File: src/rtl/buzzer_arbiter.sv
// buzzer_arbiter: shares one piezo buzzer between key-click, unlock-success
// and wrong-code alarm sounds. Requests are 1-cycle pulses resolved by fixed
// priority (err > ok > key); each pattern is timed by internal counters.
// Optional build macro BUZZ_QUEUE_EN adds a one-entry pending register that
// remembers a dropped lower-priority request and plays it afterwards.
module buzzer_arbiter #(
  parameter int KEY_HALF = 50000,
  parameter int KEY_LEN  = 10000000,
  parameter int OK_HALF  = 25000,
  parameter int OK_LEN   = 30000000,
  parameter int ERR_HALF = 100000,
  parameter int ERR_ON   = 5000000,
  parameter int ERR_GAP  = 5000000,
  parameter int CW       = 32
) (
  input  logic       clk,
  input  logic       RSTn,
  input  logic       req_key,
  input  logic       req_ok,
  input  logic       req_err,
  output logic       buzzer,
  output logic       busy,
  output logic [1:0] active_id
);

  typedef enum logic [2:0] {
    S_IDLE,
    S_KEY,
    S_OK,
    S_ERR_ON1,
    S_ERR_GAP,
    S_ERR_ON2
  } state_t;

  localparam logic [CW-1:0] KEY_HALF_M1 = CW'(KEY_HALF - 1);
  localparam logic [CW-1:0] KEY_LEN_M1  = CW'(KEY_LEN - 1);
  localparam logic [CW-1:0] OK_HALF_M1  = CW'(OK_HALF - 1);
  localparam logic [CW-1:0] OK_LEN_M1   = CW'(OK_LEN - 1);
  localparam logic [CW-1:0] ERR_HALF_M1 = CW'(ERR_HALF - 1);
  localparam logic [CW-1:0] ERR_ON_M1   = CW'(ERR_ON - 1);
  localparam logic [CW-1:0] ERR_GAP_M1  = CW'(ERR_GAP - 1);

  state_t        state;
  logic [CW-1:0] tcnt;
  logic [CW-1:0] dcnt;
  logic [1:0]    req_prio;
  logic [1:0]    start_prio;
  logic [CW-1:0] half_m1;
  logic          seg_end;
  logic          term;
`ifdef BUZZ_QUEUE_EN
  logic [1:0]    pend;
`endif

  // Priority of this cycle's request (0 = none, 1 key, 2 ok, 3 err)
  always_comb begin
    req_prio = 2'd0;
    if (req_err)      req_prio = 2'd3;
    else if (req_ok)  req_prio = 2'd2;
    else if (req_key) req_prio = 2'd1;
  end

  // Pattern identity follows the state; the gap still belongs to the alarm
  always_comb begin
    active_id = 2'd0;
    case (state)
      S_KEY:                          active_id = 2'd1;
      S_OK:                           active_id = 2'd2;
      S_ERR_ON1, S_ERR_GAP, S_ERR_ON2: active_id = 2'd3;
      default:                        active_id = 2'd0;
    endcase
  end

  assign busy = (state != S_IDLE);

  // Tone half period and end-of-segment detection for the current state
  always_comb begin
    half_m1 = '0;
    seg_end = 1'b0;
    case (state)
      S_KEY: begin
        half_m1 = KEY_HALF_M1;
        seg_end = (dcnt == KEY_LEN_M1);
      end
      S_OK: begin
        half_m1 = OK_HALF_M1;
        seg_end = (dcnt == OK_LEN_M1);
      end
      S_ERR_ON1, S_ERR_ON2: begin
        half_m1 = ERR_HALF_M1;
        seg_end = (dcnt == ERR_ON_M1);
      end
      default: begin
        half_m1 = '0;
        seg_end = 1'b0;
      end
    endcase
    term = seg_end && (state != S_ERR_ON1);
  end

  // Decide whether a pattern (re)starts on this edge and which one
  always_comb begin
    start_prio = 2'd0;
    if (req_prio != 2'd0 && (req_prio >= active_id || term))
      start_prio = req_prio;
`ifdef BUZZ_QUEUE_EN
    else if (term && pend != 2'd0)
      start_prio = pend;
`endif
  end

  // Pattern sequencer: start/restart, tone generation, gap and termination
  always_ff @(posedge clk or negedge RSTn) begin
    if (!RSTn) begin
      state  <= S_IDLE;
      buzzer <= 1'b0;
      tcnt   <= '0;
      dcnt   <= '0;
`ifdef BUZZ_QUEUE_EN
      pend   <= 2'd0;
`endif
    end else if (start_prio != 2'd0) begin
      case (start_prio)
        2'd1:    state <= S_KEY;
        2'd2:    state <= S_OK;
        default: state <= S_ERR_ON1;
      endcase
      buzzer <= 1'b1;
      tcnt   <= '0;
      dcnt   <= '0;
`ifdef BUZZ_QUEUE_EN
      if (start_prio >= pend)
        pend <= 2'd0;
`endif
    end else begin
`ifdef BUZZ_QUEUE_EN
      if (req_prio > pend)
        pend <= req_prio;
`endif
      case (state)
        S_KEY, S_OK, S_ERR_ON1, S_ERR_ON2: begin
          if (seg_end) begin
            state  <= (state == S_ERR_ON1) ? S_ERR_GAP : S_IDLE;
            buzzer <= 1'b0;
            tcnt   <= '0;
            dcnt   <= '0;
          end else begin
            dcnt <= dcnt + 1'b1;
            if (tcnt == half_m1) begin
              buzzer <= ~buzzer;
              tcnt   <= '0;
            end else begin
              tcnt <= tcnt + 1'b1;
            end
          end
        end
        S_ERR_GAP: begin
          buzzer <= 1'b0;
          tcnt   <= '0;
          if (dcnt == ERR_GAP_M1) begin
            state  <= S_ERR_ON2;
            buzzer <= 1'b1;
            dcnt   <= '0;
          end else begin
            dcnt <= dcnt + 1'b1;
          end
        end
        default: begin
          state  <= S_IDLE;
          buzzer <= 1'b0;
          tcnt   <= '0;
          dcnt   <= '0;
        end
      endcase
    end
  end

endmodule

File: config.mk
export PLATFORM = sky130hd
export DESIGN_NAME = buzzer_arbiter
export DESIGN_NICKNAME = d
export VERILOG_FILES = /design/src/rtl/buzzer_arbiter.sv
export SDC_FILE = /design/constraint.sdc
export NUM_CORES = 1
export LEC_CHECK = 0
export BUFFER_PORTS_ARGS = -buffer_cell sky130_fd_sc_hd__buf_2
export CELL_PAD_IN_SITES_DETAIL_PLACEMENT = 0
export CELL_PAD_IN_SITES_GLOBAL_PLACEMENT = 1
export CORE_UTILIZATION = 49
export CTS_CLUSTER_DIAMETER = 150
export DETAILED_ROUTE_END_ITERATION = 8
export PLACE_DENSITY_LB_ADDON = 0.15
export SLEW_MARGIN = 40
export SYNTH_ARGS = -nofsm -noshare
export SYNTH_HDL_FRONTEND = slang
export SYNTH_SLANG_ARGS = --single-unit
File: constraint.sdc
create_clock -name clk -period 3.1 [get_ports clk]
set_input_delay 0.465 -clock clk [delete_from_list [all_inputs] [get_ports clk]]
set_output_delay 0.465 -clock clk [all_outputs]
set_load 0.02 [all_outputs]
==> out/metrics.yaml, run 1 <==
status:
  status: "finished clean"
cts:
  htree_levels: 3
  cts_hold_buffers: 0
  clkSinkCount: 68
  clk_path_buf_depth: 2
  clk_root_buffer_cell: "clkbuf_8"
  clock_latency_ns: 0.34
  clk_pin_slew_ns: 0.08
  cts_resized: 0
  cts_tree: "done"
  post_cts_buffers: 0
  cts_buffers: 9
timing:
  finalHoldViolCount: 0
  fin_ws_ns: 0.301
  grt_setup_unrepaired: "false"
  maxSlewViolCount: 0
  max_slew_margin_pct: 49.0
  tightestPinTransition_ns: 0.758
  finalCriticalPeriod_ns: 2.80
  fin_hold_ws_ns: 0.164
  skew_ns: 0.00799
  finalSetupViolCount: 0
  tns_ns: 0
  clock.fmax_mhz: 357
  period_share_pct: 90.3
die:
  core-area_mm2: 0.00773
  num_rows: 32
  die-area_mm2: 0.00834
  die_height_um: 91.3
  initial_core_util_pct: 50.6
  io-pin-count: 9
  die_w_um: 91.3
global_routing:
  grt_overflow_total: 0
  grt_max_degree: 40
  antenna_found_initial: 0
  grt_first_pass_wirelength_mm: 13.8
  first_global_vias: 2922
  track_usage_pct: 21.0
synth:
  ys_top_cells_by_area: "dfrtp_1 (44%), xnor2_1 (7.4%), nor2_1 (6.9%)"
  yosysTopAreaCell: "dfrtp_1"
  ys_warn_count: 0
  synth_edf_count: 0
  ys_ff_latch: 68
  yosys.area.top_type_share_pct: 43.5
  synthesis.area_mm2: 0.00391
  ys.flop_type: "dfrtp_1"
  yosysSeqAreaShare_pct: 43.5
  syn_avg_cell_area_um2: 9.22
  syn_nets: 433
  async_flop_share_pct: 100
  netlist-cell-type-count: 51
  syn_inst: 424
pwr:
  total_power_mw: 2.67
  vdd_drop_max_mv: 0.356
  leakagePower_nw: 1.77
  powerDensity_mw_per_mm2: 619
layout:
  final_util_pct: 55.7
  design_area_mm2: 0.00431
  instances_no_fill: 548
  drive_gt1_share_pct: 14.8
  final_common_cell: "nor2_1"
  num_antenna_cells: 0
  layout_common_cells: "nor2_1 (72), dfrtp_1 (68), xnor2_1 (33), nand3_1 (32), xor2_1 (28)"
  finalNetCount: 450
  syn2layout_area_growth_pct: 10.2
place:
  hpwl_mm: 5.53
  io_buffers: 8
  dp_slack_ns: 0.322
  place_area_mm2: 0.00409
  dp_cells: 532
  gp_congestion: 0.817
setup_path:
  reg2reg_depth: 7
  worstPathMaxFanout: 32
  reg2reg_to: "tcnt[29]"
  end_kind: "flip-flop"
  start_kind: "flip-flop"
  crit-reg2reg-launch: "state[2]"
  critPathArrivalTime_ns: 3.01
  worstPathRequired_ns: 3.31
  crit_type: "reg -> reg"
  r2r_setup_slack_ns: 0.30
route:
  drt_iter0_markers: 134
  wl_mm: 7.89
  wl_per_cell_um: 14.4
  via_per_inst: 5.44
  vias: 2981
  drcViolationCount: 0
  drtAntennaViolNets: 0
  dr.pass1.iters: 5
job:
  cap_violations: 0
worst_hold_path:
  hold_path.class: "in -> async"
-- how the worst max path moves through the flow --
stage | start | depth (start not counted) | slack (ns) | endpoint
final | state[2] | 7 | 0.30 | tcnt[29]
after global routing | state[2] | 11 | 0.09 | tcnt[0]
after CTS | state[2] | 7 | 0.30 | tcnt[0]
after detailed placement | state[2] | 7 | 0.32 | tcnt[29]
after global placement | state[2] | 7 | 0.35 | tcnt[30]
after floorplan | state[2] | 12 | 0.38 | tcnt[14]
-- cell families (layout without fill, tap and decap cells) --
kind of cell    count (synthesis)  after routing  synth area share [%]
fa+ha+maj                       4              4                  1.28
flops                          68             68                  43.5
compound gates                 26             26                  4.90
simple gates                  233            233                  32.0
mux                             4              4                  1.02
buf+inv                        28             50                  3.59
xor+xnor                       61             61                  13.7
-- sequential cells by signal, summed over array words and instances, names as in the netlist --
register  flops
buzzer        1
dcnt         32
state         3
tcnt         32
-- cell usage after synthesis (all sizes together) (4+ instances only) --
master,number
dfrtp,68
mux2i,4
clkbuf,7
nand4b,4
nand3,32
nand4,16
ha,4
nor4,15
buf,7
xnor2,33
a21oi,6
nor3,8
xor2,28
nor2,92
and3,16
inv,14
nand2,25
nand2b,5
-- report_power, final --
group	leakage, nW	switching, mW	internal, mW
registers	0.937	0.0710	0.941
logic	0.722	0.571	0.292
clock network	0.109	0.341	0.449
total	1.77	0.983	1.68
-- worst max-delay path, stage by stage, from the launching register on --
cell and delay, ns:
dfrtp_1 0.56, or4b_1 0.59, nor4_1 0.24, nand3_1 0.24, a31oi_4 0.33, nand4b_2 0.18
buf_4 0.40, nor2_1 0.11
-- per-layer routing --
| layer | track usage, % | up-vias | wire (um) |
|---|---|---|---|
| li1 | - | 1492 | - |
| met1 | 27.1 | 1450 | 3810 |
| met2 | 35.1 | 28 | 3780 |
| met3 | 3.85 | 11 | 168 |
| met4 | 8.33 | 0 | 126 |
| met5 | 0 | - | 0 |
-- layout make-up --
cell class | count | area, um^2
clock buffer | 9 | 124
clock inverter | 7 | 91.3
fill | 728 | 3420
inverter | 14 | 52.6
multi-input combinational | 328 | 2070
sequential | 68 | 1700
tap | 102 | 128
timing repair buffer | 20 | 143
Power figures use the tool's default switching activity.
==> inputs of run 2 (changes only) <==
==> constraint.sdc (replaced) <==
create_clock -name clk -period 3.1 [get_ports clk]
set_input_delay 0.775 -clock clk [delete_from_list [all_inputs] [get_ports clk]]
set_output_delay 0.775 -clock clk [all_outputs]
set_load 0.02 [all_outputs]
==> run 2 against run 1 <==
Compared with the run above: global-route usage is 0.16 points higher; non-clock buffer count is 3 lower; worst hold slack better by 0.27 ns; worst setup slack better by 0.017 ns; design area is 0.15% lower; clock power is 4.9% lower; critical path type unchanged; utilization is 0.081 points lower; sequential power hardly changed; die area stayed put.
==> out/metrics.yaml, run 2 (synthesis gave the netlist of run 1 again) <==
cts:
  clk_root_buffer_cell: "clkbuf_8"
  clkSinkCount: 68
  htree_levels: 3
  cts_buffers: 9
  cts_resized: 0
  cts_tree: "done"
  clk_path_buf_depth: 2
  clk_pin_slew_ns: 0.08
  clock_latency_ns: 0.36
  cts_hold_buffers: 0
  post_cts_buffers: 0
setup_path:
  start_kind: "flip-flop"
  crit-reg2reg-launch: "state[2]"
  cp-startpoint: "state[2]"
  crit_buf_inv: 2
  crit_path_max_incr_delay_ns: 0.68
  cpMostUsedCell: "nor2_1"
  worstPathRequired_ns: 3.38
  end_kind: "flip-flop"
  critPathArrivalTime_ns: 3.06
  worst_path_max_delay_cell: "dfrtp_1"
  crit_type: "reg -> reg"
  worstPathMaxFanout: 32
  crit_chain: "inv_1, nor2_1, a21o_1, ha_1, nand2b_1, a21oi_1, o2bb2ai_1, a31oi_4, nand4b_2, buf_12, nor2_1"
  crit_family: "simple AND/OR/NAND/NOR gates"
place:
  io_buffers: 8
  hpwl_mm: 5.59
  place_area_mm2: 0.00409
  gp_congestion: 0.750
  dp_cells: 529
  dp_slack_ns: 0.321
job:
  cap_violations: 0
pwr:
  switchingPower_mw: 1.02
  p_seq_share_pct: 38.7
  p_int_mw: 1.65
  power_frac_clock_pct: 28.1
  combPwrFrac_pct: 33.2
  vdd_drop_max_mv: 0.291
  power.share.switching_pct: 38.3
  leakagePower_nw: 1.75
  powerDensity_mw_per_mm2: 622
  total_power_mw: 2.68
die:
  io-pin-count: 9
  num_rows: 32
  core-area_mm2: 0.00773
  die_w_um: 91.3
  die-area_mm2: 0.00834
  initial_core_util_pct: 50.6
  die_height_um: 91.3
route:
  drtAntennaViolNets: 0
  dr.pass1.iters: 4
  wl_per_cell_um: 14.8
  vias: 2972
  via_per_inst: 5.45
  drcViolationCount: 0
  wl_mm: 8.04
  drt_iter0_markers: 110
layout:
  layout_common_cells: "nor2_1 (72), dfrtp_1 (68), xnor2_1 (33), nand3_1 (32), xor2_1 (28)"
  largestRegisters: "dcnt x32, tcnt x32, state x3"
  finalNetCount: 447
  drive_gt1_share_pct: 14.4
  design_area_mm2: 0.00430
  syn2layout_area_growth_pct: 10.0
  instances_no_fill: 545
  final_common_cell: "nor2_1"
  num_antenna_cells: 0
worst_hold_path:
  hold_path.class: "in -> async"
timing:
  tightestPinTransition_ns: 0.770
  period_share_pct: 89.8
  grt_setup_unrepaired: "false"
  finalCriticalPeriod_ns: 2.78
  clock.fmax_mhz: 359
  max_slew_margin_pct: 48.2
  tns_ns: 0
  maxSlewViolCount: 0
  fin_ws_ns: 0.317
  finalSetupViolCount: 0
  finalHoldViolCount: 0
  skew_ns: 0.0141
global_routing:
  grt_first_pass_wirelength_mm: 13.9
  track_usage_pct: 21.2
  antenna_found_initial: 0
  grt_overflow_total: 0
  first_global_vias: 2923
  grt_max_degree: 43
status:
  status: "finished clean"
run 2: per-layer routing:
metal,up-vias,wire length (um),global-route usage (%)
li1,1491,-,-
met1,1435,3820,28.0
met2,33,3900,34.4
met3,13,175,3.18
met4,0,155,9.66
met5,-,0,0
run 2: power groups by stage:
stage,sequential (mW),combinational [mW],clock (mW)
floorplan,1.01,0.715,0
global placement,1.05,0.889,0
detailed placement,1.05,0.899,0
CTS,1.03,0.905,0.770
global route,1.05,0.970,0.810
finish,1.04,0.888,0.751
run 2: path summary, 6_finish.rpt:
path                       slack [ns]  endpoint  cells after the start
setup reg to reg                 0.32  dcnt[25]                     11
hold / removal                   0.43   tcnt[7]                      1
setup / recovery                 0.32  dcnt[25]                     11
hold reg to reg                  0.48   dcnt[0]                      1
min in group clk                 0.48   dcnt[0]                      1
max in group asynchronous        2.00  dcnt[12]                      2
run 2: per-stage QoR:
step | util, % | hold WS, ns
finish | 55.6 | 0.435
global route | 55.6 | 0.504
CTS | 55.6 | 0.452
detailed placement | 53.0 | 0.476
global placement | 53.0 | 0.472
floorplan | - | 0.451
run 2: layout make-up:
cell class | instances | area (um^2)
timing repair buffer | 17 | 145
tap | 102 | 128
fill | 712 | 3430
sequential | 68 | 1700
inverter | 14 | 52.6
multi-input combinational | 328 | 2070
clock buffer | 9 | 124
clock inverter | 7 | 76.3
==> inputs of run 3 (changes only) <==
Settings changed: BUFFER_PORTS_ARGS -buffer_cell sky130_fd_sc_hd__buf_2 to unset, CORE_UTILIZATION 49 to 50, CTS_CLUSTER_DIAMETER 150 to 60, DONT_BUFFER_PORTS set to 1.
==> run 3 against run 2 <==
Compared with the run above: combinational power decreased by 7.9%; utilization increased by 1.5 points; die area decreased by 2.0%; worst setup slack improved by 0.028 ns; sequential cell count unchanged; register-to-register slack improved by 0.03 ns; clock skew decreased by 0.0063 ns; worst hold slack got worse by 0.32 ns; non-clock buffer count decreased by 5.
==> out/metrics.yaml, run 3 (synthesis gave the netlist of run 1 again) <==
timing:
  fin_ws_ns: 0.345
  skew_ns: 0.00784
  maxSlewViolCount: 0
  grt_setup_unrepaired: "false"
  finalCriticalPeriod_ns: 2.75
  tns_ns: 0
  max_slew_margin_pct: 52.0
  finalSetupViolCount: 0
  period_share_pct: 88.9
  clock.fmax_mhz: 363
  finalHoldViolCount: 0
  tightestPinTransition_ns: 0.713
route:
  drt_iter0_markers: 106
  via_per_inst: 5.55
  wl_per_cell_um: 15.1
  vias: 2983
  dr.pass1.iters: 4
  drtAntennaViolNets: 0
  drcViolationCount: 0
  wl_mm: 8.09
global_routing:
  antenna_found_initial: 0
  first_global_vias: 3013
  grt_overflow_total: 0
  grt_first_pass_wirelength_mm: 14.4
  track_usage_pct: 22.2
  grt_max_degree: 69
cts:
  clkSinkCount: 68
  clk_root_buffer_cell: "clkbuf_8"
  cts_hold_buffers: 0
  cts_buffers: 9
  post_cts_buffers: 0
  clk_path_buf_depth: 2
  clock_latency_ns: 0.35
  cts_resized: 0
  htree_levels: 3
  clk_pin_slew_ns: 0.07
  cts_tree: "done"
pwr:
  leakagePower_nw: 1.73
  vdd_drop_max_mv: 0.345
  combPwrFrac_pct: 31.9
  total_power_mw: 2.57
  powerDensity_mw_per_mm2: 606
  power_frac_clock_pct: 28.8
  p_seq_share_pct: 39.3
  switchingPower_mw: 0.959
  power.share.switching_pct: 37.4
  p_int_mw: 1.61
setup_path:
  reg2reg_to: "tcnt[30]"
  worstPathRequired_ns: 3.32
  reg2reg_depth: 7
  crit_path_max_incr_delay_ns: 0.57
  crit_chain: "or4b_1, nor4_1, nand3_1, a31oi_4, nand4b_2, buf_4, nor2_1"
  worst_path_max_delay_cell: "or4b_1"
  start_kind: "flip-flop"
  r2r_setup_slack_ns: 0.35
  crit_type: "reg -> reg"
  crit-reg2reg-launch: "state[2]"
  end_kind: "flip-flop"
  worstPathMaxFanout: 32
  critPathArrivalTime_ns: 2.98
layout:
  drive_gt1_share_pct: 13.0
  finalNetCount: 442
  layout_common_cells: "nor2_1 (72), dfrtp_1 (68), xnor2_1 (33), nand3_1 (32), xor2_1 (28)"
  largestRegisters: "dcnt x32, tcnt x32, state x3"
  syn2layout_area_growth_pct: 8.36
  num_antenna_cells: 0
  final_util_pct: 57.2
  instances_no_fill: 537
  final_common_cell: "nor2_1"
worst_hold_path:
  hold_path.class: "in -> async"
die:
  core-area_mm2: 0.00741
  initial_core_util_pct: 52.7
  die_w_um: 90.4
  num_rows: 31
  die_height_um: 90.4
  die-area_mm2: 0.00817
  io-pin-count: 9
status:
  status: "finished clean"
place:
  io_buffers: 0
  hpwl_mm: 5.48
  gp_congestion: 0.809
  dp_cells: 521
  dp_slack_ns: 0.340
job:
  cap_violations: 0
run 3: cell types whose count changed in the layout (fill, tap and decap cells not counted), sizes merged:
cell and change:
buf -5, clkbuf +3, clkinvlp -2, inv -1
run 3: power groups by stage:
| stage | Sequential (mW) | Combinational, mW | Clock (mW) |
|---|---|---|---|
| final | 1.01 | 0.818 | 0.739 |
| after detailed placement | 1.03 | 0.830 | 0 |
| after floorplan | 1.01 | 0.715 | 0 |
| after global routing | 1.02 | 0.920 | 0.800 |
| after global placement | 1.03 | 0.818 | 0 |
| after CTS | 1.01 | 0.832 | 0.765 |
run 3: final cells by class:
cell class	instances	area, um^2
flip-flops and latches	68	1700
clock buffers	12	145
fillers	691	3170
well taps	99	124
inverters	14	52.6
clock inverters	4	48.8
multi-input cells	328	2070
repair buffers	12	90.1
run 3: metal layers:
layer / up-vias / global-route usage [%] / wire (um)
met4: 0 / 6.85 / 114
met3: 9 / 5.30 / 250
met2: 43 / 37.3 / 4020
met5: - / 0 / 0
li1: 1476 / - / -
met1: 1455 / 28.2 / 3710
run 3: how the worst max path moves through the flow:
stage | from | to | slack, ns
final | state[2] | tcnt[30] | 0.35
after global routing | state[2] | tcnt[28] | 0.05
after CTS | state[2] | tcnt[30] | 0.33
after detailed placement | state[2] | tcnt[28] | 0.34
after global placement | req_err | tcnt[29] | 0.41
after floorplan | state[2] | tcnt[14] | 0.38
run 3: worst max-delay path, delay by kind of cell (launching register included):
family          cells  cell delay, ns
simple gates        5            1.37
flops               1            0.50
buf+inv             1            0.39
compound gates      1            0.34
run 3: metrics by stage:
step           cell area, um^2  hold WS [ns]
2_1_floorplan             3910         0.451
3_3_place_gp              4030         0.473
3_5_place_dp              4030         0.476
4_1_cts                   4230        0.0928
5_1_grt                   4230        0.0860
6_report                  4230         0.113
